===== config.mk =====
export PLATFORM = sky130hd
export DESIGN_NAME = stage4_defast_message_demux_flat
export DESIGN_NICKNAME = d
export VERILOG_FILES = /design/src/rtl/stage4_defast_message_demux_pkg.sv /design/src/rtl/stage4_defast_message_demux_if.sv /design/src/rtl/stage4_defast_message_demux_lane.sv /design/src/rtl/stage4_defast_message_demux.sv /design/src/flat_wrapper.sv
export SDC_FILE = /design/constraint.sdc
export NUM_CORES = 2
export LEC_CHECK = 0
export CAP_MARGIN = 20
export CORE_AREA = 4 4 463 465
export DETAILED_ROUTE_END_ITERATION = 12
export DIE_AREA = 0 0 467 469
export PLACE_DENSITY = 0.44
export SLEW_MARGIN = 30
export SYNTH_ARGS = -nofsm -noshare
export SYNTH_HDL_FRONTEND = slang
export SYNTH_SLANG_ARGS = --single-unit

===== constraint.sdc =====
create_clock -name clk -period 3.7 [get_ports clk]
set_clock_uncertainty 0.15 [all_clocks]
set_input_delay 0.555 -clock clk [delete_from_list [all_inputs] [get_ports clk]]
set_output_delay 0.555 -clock clk [all_outputs]
set_load 0.05 [all_outputs]

===== src/rtl/stage4_defast_message_demux_pkg.sv =====
// Shared constants and types for the stage-4 defast message demux.
//   - message word / tag widths and the idle register value
//   - field tag codes (a, d, k, q, N); codes above TAG_N are invalid
//   - per-lane FSM state encoding
package stage4_defast_message_demux_pkg;

  localparam int unsigned MAX_MESSAGE_BITS          = 64;
  localparam int unsigned MESSAGE_MUX_CONTROL_WIDTH = 3;
  localparam int unsigned DEFAUT_MESSAGE            = 0;
  localparam int unsigned NUM_FIELDS                = 5;

  typedef enum logic [MESSAGE_MUX_CONTROL_WIDTH-1:0] {
    TAG_A = 3'd0,
    TAG_D = 3'd1,
    TAG_K = 3'd2,
    TAG_Q = 3'd3,
    TAG_N = 3'd4
  } msg_tag_e;

  typedef enum logic {
    COLLECT = 1'b0,
    HOLD    = 1'b1
  } lane_state_e;

endpackage


===== src/rtl/stage4_defast_message_demux_if.sv =====
// One demux lane's bus bundle.
//   source side : message, message_tag, message_valid -> message_ready
//   sink side   : message_a/d/k/q/N, set_valid       <- set_ready
//   status      : tag_err, dup_err (sticky)
// slave modport is the demux view, master modport is the source/consumer view.
interface stage4_defast_message_demux_if
  import stage4_defast_message_demux_pkg::*;
#(
  parameter int unsigned MSG_W = MAX_MESSAGE_BITS,
  parameter int unsigned TAG_W = MESSAGE_MUX_CONTROL_WIDTH
);
  logic [MSG_W-1:0] message;
  logic [TAG_W-1:0] message_tag;
  logic             message_valid;
  logic             message_ready;
  logic [MSG_W-1:0] message_a;
  logic [MSG_W-1:0] message_d;
  logic [MSG_W-1:0] message_k;
  logic [MSG_W-1:0] message_q;
  logic [MSG_W-1:0] message_N;
  logic             set_valid;
  logic             set_ready;
  logic             tag_err;
  logic             dup_err;

  modport slave (
    input  message, message_tag, message_valid, set_ready,
    output message_ready, message_a, message_d, message_k, message_q,
           message_N, set_valid, tag_err, dup_err
  );

  modport master (
    output message, message_tag, message_valid, set_ready,
    input  message_ready, message_a, message_d, message_k, message_q,
           message_N, set_valid, tag_err, dup_err
  );
endinterface


===== src/rtl/stage4_defast_message_demux_lane.sv =====
// One demux lane: steers tagged words into five field registers, then holds
// the complete set for the downstream datapath until set_ready.
//   clk, rst (sync, active-high), err_clr (clears sticky errors)
//   lane : slave view of the lane bundle
// All lane outputs come straight from flops.
module stage4_defast_message_demux_lane
  import stage4_defast_message_demux_pkg::*;
#(
  parameter int unsigned      MSG_W       = MAX_MESSAGE_BITS,
  parameter int unsigned      TAG_W       = MESSAGE_MUX_CONTROL_WIDTH,
  parameter logic [MSG_W-1:0] DEFAULT_MSG = MSG_W'(DEFAUT_MESSAGE)
) (
  input  logic                          clk,
  input  logic                          rst,
  input  logic                          err_clr,
  stage4_defast_message_demux_if.slave  lane
);

  lane_state_e           state_q, state_d;
  logic [NUM_FIELDS-1:0] mask_q, mask_d;
  logic [MSG_W-1:0]      fields_q [NUM_FIELDS];
  logic [MSG_W-1:0]      fields_d [NUM_FIELDS];
  logic                  ready_q, ready_d;
  logic                  set_valid_q, set_valid_d;
  logic                  tag_err_q, tag_err_d;
  logic                  dup_err_q, dup_err_d;
  logic                  accept;
  logic                  tag_hit;

  always_comb begin
    state_d     = state_q;
    mask_d      = mask_q;
    fields_d    = fields_q;
    ready_d     = ready_q;
    set_valid_d = set_valid_q;
    tag_hit     = 1'b0;
    accept      = lane.message_valid & ready_q & (state_q == COLLECT);
    // A new error in the same cycle as err_clr wins: clear first, then OR in.
    tag_err_d   = tag_err_q & ~err_clr;
    dup_err_d   = dup_err_q & ~err_clr;

    unique case (state_q)
      COLLECT: begin
        ready_d     = 1'b1;
        set_valid_d = 1'b0;
        if (accept) begin
          for (int unsigned i = 0; i < NUM_FIELDS; i++) begin
            if (lane.message_tag == TAG_W'(i)) begin
              tag_hit     = 1'b1;
              fields_d[i] = lane.message;
              mask_d[i]   = 1'b1;
              if (mask_q[i]) dup_err_d = 1'b1;
            end
          end
          if (!tag_hit) tag_err_d = 1'b1;
          if (mask_d == '1) begin
            state_d     = HOLD;
            ready_d     = 1'b0;
            set_valid_d = 1'b1;
          end
        end
      end
      HOLD: begin
        ready_d     = 1'b0;
        set_valid_d = 1'b1;
        if (lane.set_ready) begin
          state_d     = COLLECT;
          mask_d      = '0;
          ready_d     = 1'b1;
          set_valid_d = 1'b0;
        end
      end
      default: begin
        state_d = COLLECT;
      end
    endcase
  end

  always_ff @(posedge clk) begin
    if (rst) begin
      state_q     <= COLLECT;
      mask_q      <= '0;
      for (int unsigned i = 0; i < NUM_FIELDS; i++) fields_q[i] <= DEFAULT_MSG;
      ready_q     <= 1'b0;
      set_valid_q <= 1'b0;
      tag_err_q   <= 1'b0;
      dup_err_q   <= 1'b0;
    end else begin
      state_q     <= state_d;
      mask_q      <= mask_d;
      fields_q    <= fields_d;
      ready_q     <= ready_d;
      set_valid_q <= set_valid_d;
      tag_err_q   <= tag_err_d;
      dup_err_q   <= dup_err_d;
    end
  end

  assign lane.message_ready = ready_q;
  assign lane.set_valid     = set_valid_q;
  assign lane.tag_err       = tag_err_q;
  assign lane.dup_err       = dup_err_q;
  assign lane.message_a     = fields_q[TAG_A];
  assign lane.message_d     = fields_q[TAG_D];
  assign lane.message_k     = fields_q[TAG_K];
  assign lane.message_q     = fields_q[TAG_Q];
  assign lane.message_N     = fields_q[TAG_N];

endmodule


===== src/rtl/stage4_defast_message_demux.sv =====
// Stage-4 defast message demux: three independent lanes that turn tagged
// message streams back into complete a/d/k/q/N operand sets.
//   clk, rst (sync, active-high), err_clr (clears every lane's sticky errors)
//   lane_1, lane_2, lane_3 : slave views of the per-lane bundles
module stage4_defast_message_demux
  import stage4_defast_message_demux_pkg::*;
#(
  parameter int unsigned      MSG_W       = MAX_MESSAGE_BITS,
  parameter int unsigned      TAG_W       = MESSAGE_MUX_CONTROL_WIDTH,
  parameter logic [MSG_W-1:0] DEFAULT_MSG = MSG_W'(DEFAUT_MESSAGE)
) (
  input  logic                          clk,
  input  logic                          rst,
  input  logic                          err_clr,
  stage4_defast_message_demux_if.slave  lane_1,
  stage4_defast_message_demux_if.slave  lane_2,
  stage4_defast_message_demux_if.slave  lane_3
);

  stage4_defast_message_demux_lane #(
    .MSG_W       (MSG_W),
    .TAG_W       (TAG_W),
    .DEFAULT_MSG (DEFAULT_MSG)
  ) u_lane_1 (
    .clk     (clk),
    .rst     (rst),
    .err_clr (err_clr),
    .lane    (lane_1)
  );

  stage4_defast_message_demux_lane #(
    .MSG_W       (MSG_W),
    .TAG_W       (TAG_W),
    .DEFAULT_MSG (DEFAULT_MSG)
  ) u_lane_2 (
    .clk     (clk),
    .rst     (rst),
    .err_clr (err_clr),
    .lane    (lane_2)
  );

  stage4_defast_message_demux_lane #(
    .MSG_W       (MSG_W),
    .TAG_W       (TAG_W),
    .DEFAULT_MSG (DEFAULT_MSG)
  ) u_lane_3 (
    .clk     (clk),
    .rst     (rst),
    .err_clr (err_clr),
    .lane    (lane_3)
  );

endmodule

===== src/flat_wrapper.sv =====
// flat-port wrapper written by rule: the top's interface ports become plain ports
module stage4_defast_message_demux_flat import stage4_defast_message_demux_pkg::*;
#(
  parameter int unsigned      MSG_W       = MAX_MESSAGE_BITS,
  parameter int unsigned      TAG_W       = MESSAGE_MUX_CONTROL_WIDTH,
  parameter logic [MSG_W-1:0] DEFAULT_MSG = MSG_W'(DEFAUT_MESSAGE)
)
  (clk, rst, err_clr, lane_1_message, lane_1_message_tag, lane_1_message_valid, lane_1_set_ready, lane_1_message_ready, lane_1_message_a, lane_1_message_d, lane_1_message_k, lane_1_message_q, lane_1_message_N, lane_1_set_valid, lane_1_tag_err, lane_1_dup_err, lane_2_message, lane_2_message_tag, lane_2_message_valid, lane_2_set_ready, lane_2_message_ready, lane_2_message_a, lane_2_message_d, lane_2_message_k, lane_2_message_q, lane_2_message_N, lane_2_set_valid, lane_2_tag_err, lane_2_dup_err, lane_3_message, lane_3_message_tag, lane_3_message_valid, lane_3_set_ready, lane_3_message_ready, lane_3_message_a, lane_3_message_d, lane_3_message_k, lane_3_message_q, lane_3_message_N, lane_3_set_valid, lane_3_tag_err, lane_3_dup_err);
  stage4_defast_message_demux_if #(.MSG_W(MSG_W), .TAG_W(TAG_W)) lane_1_i ();
  stage4_defast_message_demux_if #(.MSG_W(MSG_W), .TAG_W(TAG_W)) lane_2_i ();
  stage4_defast_message_demux_if #(.MSG_W(MSG_W), .TAG_W(TAG_W)) lane_3_i ();
  input  logic clk;
  input  logic rst;
  input  logic err_clr;
  input wire logic [$bits(lane_1_i.message)-1:0] lane_1_message;
  input wire logic [$bits(lane_1_i.message_tag)-1:0] lane_1_message_tag;
  input wire logic [$bits(lane_1_i.message_valid)-1:0] lane_1_message_valid;
  input wire logic [$bits(lane_1_i.set_ready)-1:0] lane_1_set_ready;
  output wire logic [$bits(lane_1_i.message_ready)-1:0] lane_1_message_ready;
  output wire logic [$bits(lane_1_i.message_a)-1:0] lane_1_message_a;
  output wire logic [$bits(lane_1_i.message_d)-1:0] lane_1_message_d;
  output wire logic [$bits(lane_1_i.message_k)-1:0] lane_1_message_k;
  output wire logic [$bits(lane_1_i.message_q)-1:0] lane_1_message_q;
  output wire logic [$bits(lane_1_i.message_N)-1:0] lane_1_message_N;
  output wire logic [$bits(lane_1_i.set_valid)-1:0] lane_1_set_valid;
  output wire logic [$bits(lane_1_i.tag_err)-1:0] lane_1_tag_err;
  output wire logic [$bits(lane_1_i.dup_err)-1:0] lane_1_dup_err;
  input wire logic [$bits(lane_2_i.message)-1:0] lane_2_message;
  input wire logic [$bits(lane_2_i.message_tag)-1:0] lane_2_message_tag;
  input wire logic [$bits(lane_2_i.message_valid)-1:0] lane_2_message_valid;
  input wire logic [$bits(lane_2_i.set_ready)-1:0] lane_2_set_ready;
  output wire logic [$bits(lane_2_i.message_ready)-1:0] lane_2_message_ready;
  output wire logic [$bits(lane_2_i.message_a)-1:0] lane_2_message_a;
  output wire logic [$bits(lane_2_i.message_d)-1:0] lane_2_message_d;
  output wire logic [$bits(lane_2_i.message_k)-1:0] lane_2_message_k;
  output wire logic [$bits(lane_2_i.message_q)-1:0] lane_2_message_q;
  output wire logic [$bits(lane_2_i.message_N)-1:0] lane_2_message_N;
  output wire logic [$bits(lane_2_i.set_valid)-1:0] lane_2_set_valid;
  output wire logic [$bits(lane_2_i.tag_err)-1:0] lane_2_tag_err;
  output wire logic [$bits(lane_2_i.dup_err)-1:0] lane_2_dup_err;
  input wire logic [$bits(lane_3_i.message)-1:0] lane_3_message;
  input wire logic [$bits(lane_3_i.message_tag)-1:0] lane_3_message_tag;
  input wire logic [$bits(lane_3_i.message_valid)-1:0] lane_3_message_valid;
  input wire logic [$bits(lane_3_i.set_ready)-1:0] lane_3_set_ready;
  output wire logic [$bits(lane_3_i.message_ready)-1:0] lane_3_message_ready;
  output wire logic [$bits(lane_3_i.message_a)-1:0] lane_3_message_a;
  output wire logic [$bits(lane_3_i.message_d)-1:0] lane_3_message_d;
  output wire logic [$bits(lane_3_i.message_k)-1:0] lane_3_message_k;
  output wire logic [$bits(lane_3_i.message_q)-1:0] lane_3_message_q;
  output wire logic [$bits(lane_3_i.message_N)-1:0] lane_3_message_N;
  output wire logic [$bits(lane_3_i.set_valid)-1:0] lane_3_set_valid;
  output wire logic [$bits(lane_3_i.tag_err)-1:0] lane_3_tag_err;
  output wire logic [$bits(lane_3_i.dup_err)-1:0] lane_3_dup_err;
  assign lane_1_i.message = lane_1_message;
  assign lane_1_i.message_tag = lane_1_message_tag;
  assign lane_1_i.message_valid = lane_1_message_valid;
  assign lane_1_i.set_ready = lane_1_set_ready;
  assign lane_1_message_ready = lane_1_i.message_ready;
  assign lane_1_message_a = lane_1_i.message_a;
  assign lane_1_message_d = lane_1_i.message_d;
  assign lane_1_message_k = lane_1_i.message_k;
  assign lane_1_message_q = lane_1_i.message_q;
  assign lane_1_message_N = lane_1_i.message_N;
  assign lane_1_set_valid = lane_1_i.set_valid;
  assign lane_1_tag_err = lane_1_i.tag_err;
  assign lane_1_dup_err = lane_1_i.dup_err;
  assign lane_2_i.message = lane_2_message;
  assign lane_2_i.message_tag = lane_2_message_tag;
  assign lane_2_i.message_valid = lane_2_message_valid;
  assign lane_2_i.set_ready = lane_2_set_ready;
  assign lane_2_message_ready = lane_2_i.message_ready;
  assign lane_2_message_a = lane_2_i.message_a;
  assign lane_2_message_d = lane_2_i.message_d;
  assign lane_2_message_k = lane_2_i.message_k;
  assign lane_2_message_q = lane_2_i.message_q;
  assign lane_2_message_N = lane_2_i.message_N;
  assign lane_2_set_valid = lane_2_i.set_valid;
  assign lane_2_tag_err = lane_2_i.tag_err;
  assign lane_2_dup_err = lane_2_i.dup_err;
  assign lane_3_i.message = lane_3_message;
  assign lane_3_i.message_tag = lane_3_message_tag;
  assign lane_3_i.message_valid = lane_3_message_valid;
  assign lane_3_i.set_ready = lane_3_set_ready;
  assign lane_3_message_ready = lane_3_i.message_ready;
  assign lane_3_message_a = lane_3_i.message_a;
  assign lane_3_message_d = lane_3_i.message_d;
  assign lane_3_message_k = lane_3_i.message_k;
  assign lane_3_message_q = lane_3_i.message_q;
  assign lane_3_message_N = lane_3_i.message_N;
  assign lane_3_set_valid = lane_3_i.set_valid;
  assign lane_3_tag_err = lane_3_i.tag_err;
  assign lane_3_dup_err = lane_3_i.dup_err;
  stage4_defast_message_demux #(.MSG_W(MSG_W), .TAG_W(TAG_W), .DEFAULT_MSG(DEFAULT_MSG)) u_core (.clk(clk), .rst(rst), .err_clr(err_clr), .lane_1(lane_1_i), .lane_2(lane_2_i), .lane_3(lane_3_i));
endmodule

# Word-level counts from Yosys, hierarchy flattened
# Index checks and enable logic that the tools add are counted.
dict set report word_totals {
  input_bits 210
  regBits 987
  out_inout_bits 972
  elab_cells 238
}
dict set report op_classes {
  mux 150
  n_bitwise 16
  n_eq_ne 21
  reduce_logical 21
}
# op count
set op_table {}
lappend op_table {{$mux W1} 135}
lappend op_table {{$reduce_and A3 Y1} 15}
lappend op_table {{$mux W5} 6}
lappend op_table {{$pmux W5 S2} 3}
lappend op_table {{$eq A3 B2 Y1 const B} 6}
lappend op_table {{$eq A5 B5 Y1 const B} 3}
lappend op_table {{$and A1 B1 Y1} 12}
lappend op_table {{$ne A2 B2 Y1 const B} 6}
lappend op_table {{$pmux W1 S2} 6}
lappend op_table {{$eq A3 B1 Y1 const B} 3}
lappend op_table {{$eq A3 B3 Y1 const B} 3}
lappend op_table {{$logic_not A3 Y1} 3}
lappend op_table {{$reduce_and A2 Y1} 3}
lappend op_table {{$not A1 Y1} 4}

# Longest topological paths before layout
dict set report depth {
  depth_word 16
  mapped_depth 8
  mapped_depth_nobuf 4
}

# By module
# Synthesis repeated with hierarchy kept, for this count alone.
dict set report hier_totals {
  cells_unflattened 4323
  area_unflattened_um2 34987.3
}
# mod n_inst seq_area_each_um2 area_each_um2 cells_each
set modules_own_cells {}
lappend modules_own_cells {stage4_defast_message_demux_lane 3 6586.3 11662.4 1441}

# Worst setup path after synthesis
# No wires, ideal clock.
dict set report synth_path {
  kind {input to register}
  startpoint {input lane_2_message_tag[0]}
  endpoint {register u_core.u_lane_2.fields_q (netlist bit u_core.u_lane_2.lane.message_a[10])}
  path_slack_ns 1.676
  n_path_buf 4
  stages 8
  required_time_ns 3.418
  setup_time_ns 0.132
  arrival_ns 1.742
  cell_sequence {buf_2 or2_1 buf_2 or3_1 buf_4 buf_6 nand2_1 a21oi_1}
}
dict set report synth_via {
  elab_chain_len 2
}
# element line
set synth_lines {}
lappend synth_lines {{start: declaration} flat_wrapper.sv:29} ;# input wire logic [$bits(lane_2_i.message_tag)-1:0] lane_2_message_tag;
lappend synth_lines {{$logic_not A3 Y1} stage4_defast_message_demux_lane.sv:48} ;# if (lane.message_tag == TAG_W'(i)) begin
lappend synth_lines {{$reduce_and A3 Y1 (no source line)} --}
lappend synth_lines {{end signal: assignment} stage4_defast_message_demux_lane.sv:91} ;# fields_q <= fields_d;
lappend synth_lines {{end: declaration} stage4_defast_message_demux_lane.sv:21} ;# logic [MSG_W-1:0] fields_q [NUM_FIELDS];
# No other way between the ends.
# A chain may end at the register's enable or synchronous reset.

# Worst setup path after layout
dict set report layout_path {
  startpoint {register u_core.u_lane_3.fields_q (netlist bit u_core.u_lane_3.lane.message_k[3])}
  endpoint {output lane_3_message_k[3]}
}
# element line
set layout_rtl {}
lappend layout_rtl {{start: declaration} stage4_defast_message_demux_lane.sv:21}
lappend layout_rtl {{start signal: assignment} stage4_defast_message_demux_lane.sv:91}
lappend layout_rtl {{end: declaration} flat_wrapper.sv:48} ;# output wire logic [$bits(lane_3_i.message_k)-1:0] lane_3_message_k;
# No word-level cell between the ends.

==> impl_metrics.xml <==
<?xml version="1.0" encoding="UTF-8"?>
<metrics>
  <group name="outcome">
    <metric name="status" unit="">finished clean</metric>
  </group>
  <group name="final_layout">
    <metric name="design.final.nets" unit="">5612</metric>
    <metric name="finish.utilization" unit="%">25.50</metric>
    <metric name="drive_gt1_share" unit="%">6.715</metric>
    <metric name="fill_cells" unit="">22891</metric>
    <metric name="syn_to_final_growth" unit="%">55.11</metric>
  </group>
  <group name="sta">
    <metric name="slew_at_the_pin_with_the_worst_max_slew_slack" unit="ns">0.9739</metric>
    <metric name="max_freq" unit="MHz">350.1</metric>
    <metric name="timing.final.max_slew_violations" unit="">0</metric>
    <metric name="worst_path_setup_slack_after_routing" unit="ns">0.8440</metric>
    <metric name="final_min_period_over_clock_period" unit="%">77.19</metric>
    <metric name="hold_violations" unit="">0</metric>
    <metric name="setup_viol" unit="">0</metric>
    <metric name="period_needed" unit="ns">2.856</metric>
    <metric name="rsz0062_at_grt" unit="">false</metric>
    <metric name="setup-tns-final" unit="ns">0</metric>
    <metric name="slew_headroom" unit="%">35.07</metric>
  </group>
  <group name="pwr">
    <metric name="p_int" unit="mW">18.31</metric>
    <metric name="power.share.sequential" unit="%">43.9</metric>
    <metric name="p_sw_share" unit="%">25.81</metric>
    <metric name="p_comb_share" unit="%">8.1</metric>
    <metric name="power_leakage" unit="nW">17.03</metric>
    <metric name="pwr_density_cell" unit="mW/mm2">461.9</metric>
    <metric name="peakVddDrop" unit="V">0.0003677</metric>
    <metric name="p_sw" unit="mW">6.371</metric>
    <metric name="clkPwrFrac" unit="%">48.0</metric>
  </group>
  <group name="yosys">
    <metric name="synth.ff_latch_count" unit="">987</metric>
    <metric name="yosys-top-cells-area" unit="">dfxtp_1 57%, nand2_1 21%, a21oi_1 13%, buf_2 1.8%, clkbuf_1 1.7%</metric>
    <metric name="yosys_warnings" unit="">0</metric>
    <metric name="yosys.area.top_type_share" unit="%">57.35</metric>
    <metric name="postSynthCellCount" unit="">4327</metric>
    <metric name="synthesis.nets" unit="">4537</metric>
    <metric name="dominantRegCellSynth" unit="">dfxtp_1</metric>
    <metric name="synth.yosys.seq_area_share" unit="%">57.35</metric>
    <metric name="synth_largest_area_cell" unit="">dfxtp_1</metric>
    <metric name="number_of_flops_mapped_to_enable_cells_by_yosys" unit="">0</metric>
    <metric name="post_synth_num_cell_types" unit="">43</metric>
    <metric name="synth.avg_cell_area" unit="um2">7.963</metric>
    <metric name="post_synth_design_cell_area" unit="mm2">0.03446</metric>
    <metric name="synth-async-reset-ratio" unit="%">0</metric>
  </group>
  <group name="floorplanning">
    <metric name="floorplan.die.width" unit="um">467</metric>
    <metric name="ios" unit="">1182</metric>
    <metric name="placeable_core_region" unit="mm2">0.2096</metric>
    <metric name="initial_core_utilization" unit="%">16.44</metric>
    <metric name="die_area" unit="mm2">0.2190</metric>
    <metric name="die_h" unit="um">469</metric>
    <metric name="fp-row-count" unit="">168</metric>
  </group>
  <group name="setup_path">
    <metric name="worst_ep_required_time" unit="ns">2.99</metric>
    <metric name="timing.critical_path.cells" unit="">clkdlybuf4s50_1</metric>
    <metric name="critical_path.max_fanout" unit="">2</metric>
    <metric name="timing.critical_path.depth" unit="">1</metric>
    <metric name="cp-start-kind" unit="">register</metric>
    <metric name="timing.critical_path.to_type" unit="">output pin</metric>
    <metric name="max_stage_delay" unit="ns">1.04</metric>
    <metric name="crit_family" unit="">buffers and inverters</metric>
    <metric name="cp.buffers_inverters" unit="">1</metric>
    <metric name="r2r_cells" unit="">5</metric>
    <metric name="worst-endpoint-arrival" unit="ns">2.15</metric>
    <metric name="critical_path.slowest_cell" unit="">clkdlybuf4s50_1</metric>
    <metric name="ws_path_type" unit="">register to output pin</metric>
  </group>
  <group name="cts">
    <metric name="clkTransAtPathRegs" unit="ns">0.06</metric>
    <metric name="post-cts-setup-buffers" unit="">0</metric>
    <metric name="ctsRootBufferMaster" unit="">clkbuf_16</metric>
    <metric name="cts-root-to-sink-buffers" unit="">3</metric>
    <metric name="postCtsHoldBufs" unit="">0</metric>
    <metric name="numCtsBuffers" unit="">114</metric>
    <metric name="cts_tree" unit="">done</metric>
    <metric name="htreeDepth" unit="">3</metric>
    <metric name="cts_sinks" unit="">987</metric>
    <metric name="clk_latency" unit="ns">0.73</metric>
    <metric name="total_of_cells_resized_after_clock_tree_synthesis" unit="">0</metric>
  </group>
  <group name="global_route">
    <metric name="grt_use_total" unit="%">15.61</metric>
    <metric name="antenna_found_initial" unit="">13</metric>
    <metric name="maximum_number_of_pins_on_one_net_before_global_route_repair" unit="">92</metric>
    <metric name="grt_pass1_vias" unit="">32395</metric>
    <metric name="grt.overflow.total" unit="">0</metric>
    <metric name="grt_pass1_wl" unit="um">248800</metric>
  </group>
  <group name="placement">
    <metric name="place.port_buffers" unit="">1181</metric>
    <metric name="placement.setup.worst_slack" unit="ns">0.6133</metric>
    <metric name="hpwlAfterDp" unit="um">132700</metric>
    <metric name="place.gp.congestion" unit="">0.8271</metric>
  </group>
  <group name="hold_path">
    <metric name="hold-path-cell-count" unit="">2</metric>
    <metric name="holdCritPathClass" unit="">primary input to register</metric>
  </group>
  <group name="detailed_routing">
    <metric name="wl_met3" unit="um">18340</metric>
    <metric name="routedWlPerCell" unit="um">21.80</metric>
    <metric name="antenna_left" unit="">0</metric>
    <metric name="vias_per_cell" unit="">4.064</metric>
    <metric name="top_layer" unit="">met5</metric>
    <metric name="totalWireLength" unit="um">181100</metric>
    <metric name="met1Wirelength" unit="um">71920</metric>
    <metric name="drt_pass1_iterations" unit="">6</metric>
    <metric name="drc" unit="">0</metric>
    <metric name="met2RoutedLength" unit="um">82420</metric>
    <metric name="drt_first_iter_violations" unit="">2287</metric>
    <metric name="routed-via-count" unit="">33759</metric>
  </group>
  <group name="run">
    <metric name="max_cap_violations" unit="">0</metric>
  </group>
</metrics>
-- area by class of cell --
| class | count | area (um2) | share of cell area, % |
|---|---|---|---|
| diodes | 7 | 17.52 | 0.03278 |
| clock buffers | 165 | 3334 | 6.239 |
| clock inverters | 44 | 604.3 | 1.131 |
| inverters | 4 | 15.01 | 0.02809 |
| multi-input cells | 3014 | 13180 | 24.67 |
| flip-flops and latches | 987 | 19760 | 36.97 |
| well taps | 2805 | 3510 | 6.567 |
| repair buffers | 1281 | 13020 | 24.36 |
-- cells in the final DEF (no fill, tap or decap), drive strengths merged, types with 9 or more instances in the layout --
cell type	count
a21oi	970
buf	102
bufinv	10
clkbuf	165
clkdlybuf4s50	1179
clkinv	27
dfxtp	987
nand2	1933
nor2	9
nor2b	10
o21a	13
-- metrics by stage --
stage	power (mW)	instances	cell area, um2	hold WS [ns]
after floorplan	11.98	4327	34460	0.2980
after global placement	13.09	8089	49460	0.2901
after detailed placement	13.10	8091	49490	0.2953
after CTS	25.09	8300	53430	0.1465
after global routing	25.57	8306	53440	0.2280
final	24.69	8307	53440	0.2334
-- per-layer routing --
layer / track usage [%] / vias to the layer above
li1: - / 16130
met1: 18.20 / 16036
met2: 25.10 / 1305
met3: 6.331 / 280
met4: 7.022 / 8
met5: 0 / -
-- synth_stat cells, types with 2 or more instances --
| library cell | instances |
|---|---|
| nand3b_1 | 7 |
| o21ai_0 | 7 |
| nor2_1 | 8 |
| nand3_2 | 2 |
| nor4bb_1 | 2 |
| dfxtp_1 | 987 |
| nor3_1 | 2 |
| inv_1 | 4 |
| clkbuf_1 | 154 |
| and3_1 | 8 |
| buf_4 | 5 |
| o21a_1 | 13 |
| buf_6 | 29 |
| nand2b_1 | 4 |
| nor2b_1 | 10 |
| buf_1 | 10 |
| o2bb2ai_1 | 2 |
| a21oi_2 | 50 |
| a221oi_1 | 2 |
| buf_2 | 124 |
| mux2i_1 | 3 |
| nand2_1 | 1933 |
| a31oi_1 | 4 |
| a21oi_1 | 920 |
| and3b_1 | 5 |
| and2_1 | 3 |
| nand3_1 | 6 |
| and4b_1 | 2 |
| nor3b_1 | 7 |
-- final timing paths --
kind	endpoint	slack, ns	startpoint
worst max register to register	u_core.u_lane_1.lane.message_q[7]	1.24	u_core.u_lane_1.lane.set_valid
worst max-delay path	lane_3_message_k[3]	0.84	u_core.u_lane_3.lane.message_k[3]
worst min register to register	u_core.u_lane_1.lane.message_d[5]	0.30	u_core.u_lane_1.lane.message_d[5]
worst min-delay path	u_core.u_lane_3.lane.message_q[25]	0.23	rst
-- cells by family after synthesis --
family          count (synthesis)  share of synthesized area (%)
compound gates               1006                          15.39
mux                             4                         0.1525
flops                         987                          57.35
simple gates                 2004                          22.42
buf+inv                       326                          4.688
-- power by group through the flow --
stage / clock (mW) / sequential (mW) / combinational (mW)
2_1_floorplan: 0 / 11.5 / 0.446
3_3_place_gp: 0 / 11.1 / 2.02
3_5_place_dp: 0 / 11.1 / 2.02
4_1_cts: 12.2 / 10.8 / 2.03
5_1_grt: 12.6 / 10.9 / 2.10
6_report: 11.8 / 10.8 / 2.00
Power figures use the tool's default switching activity.
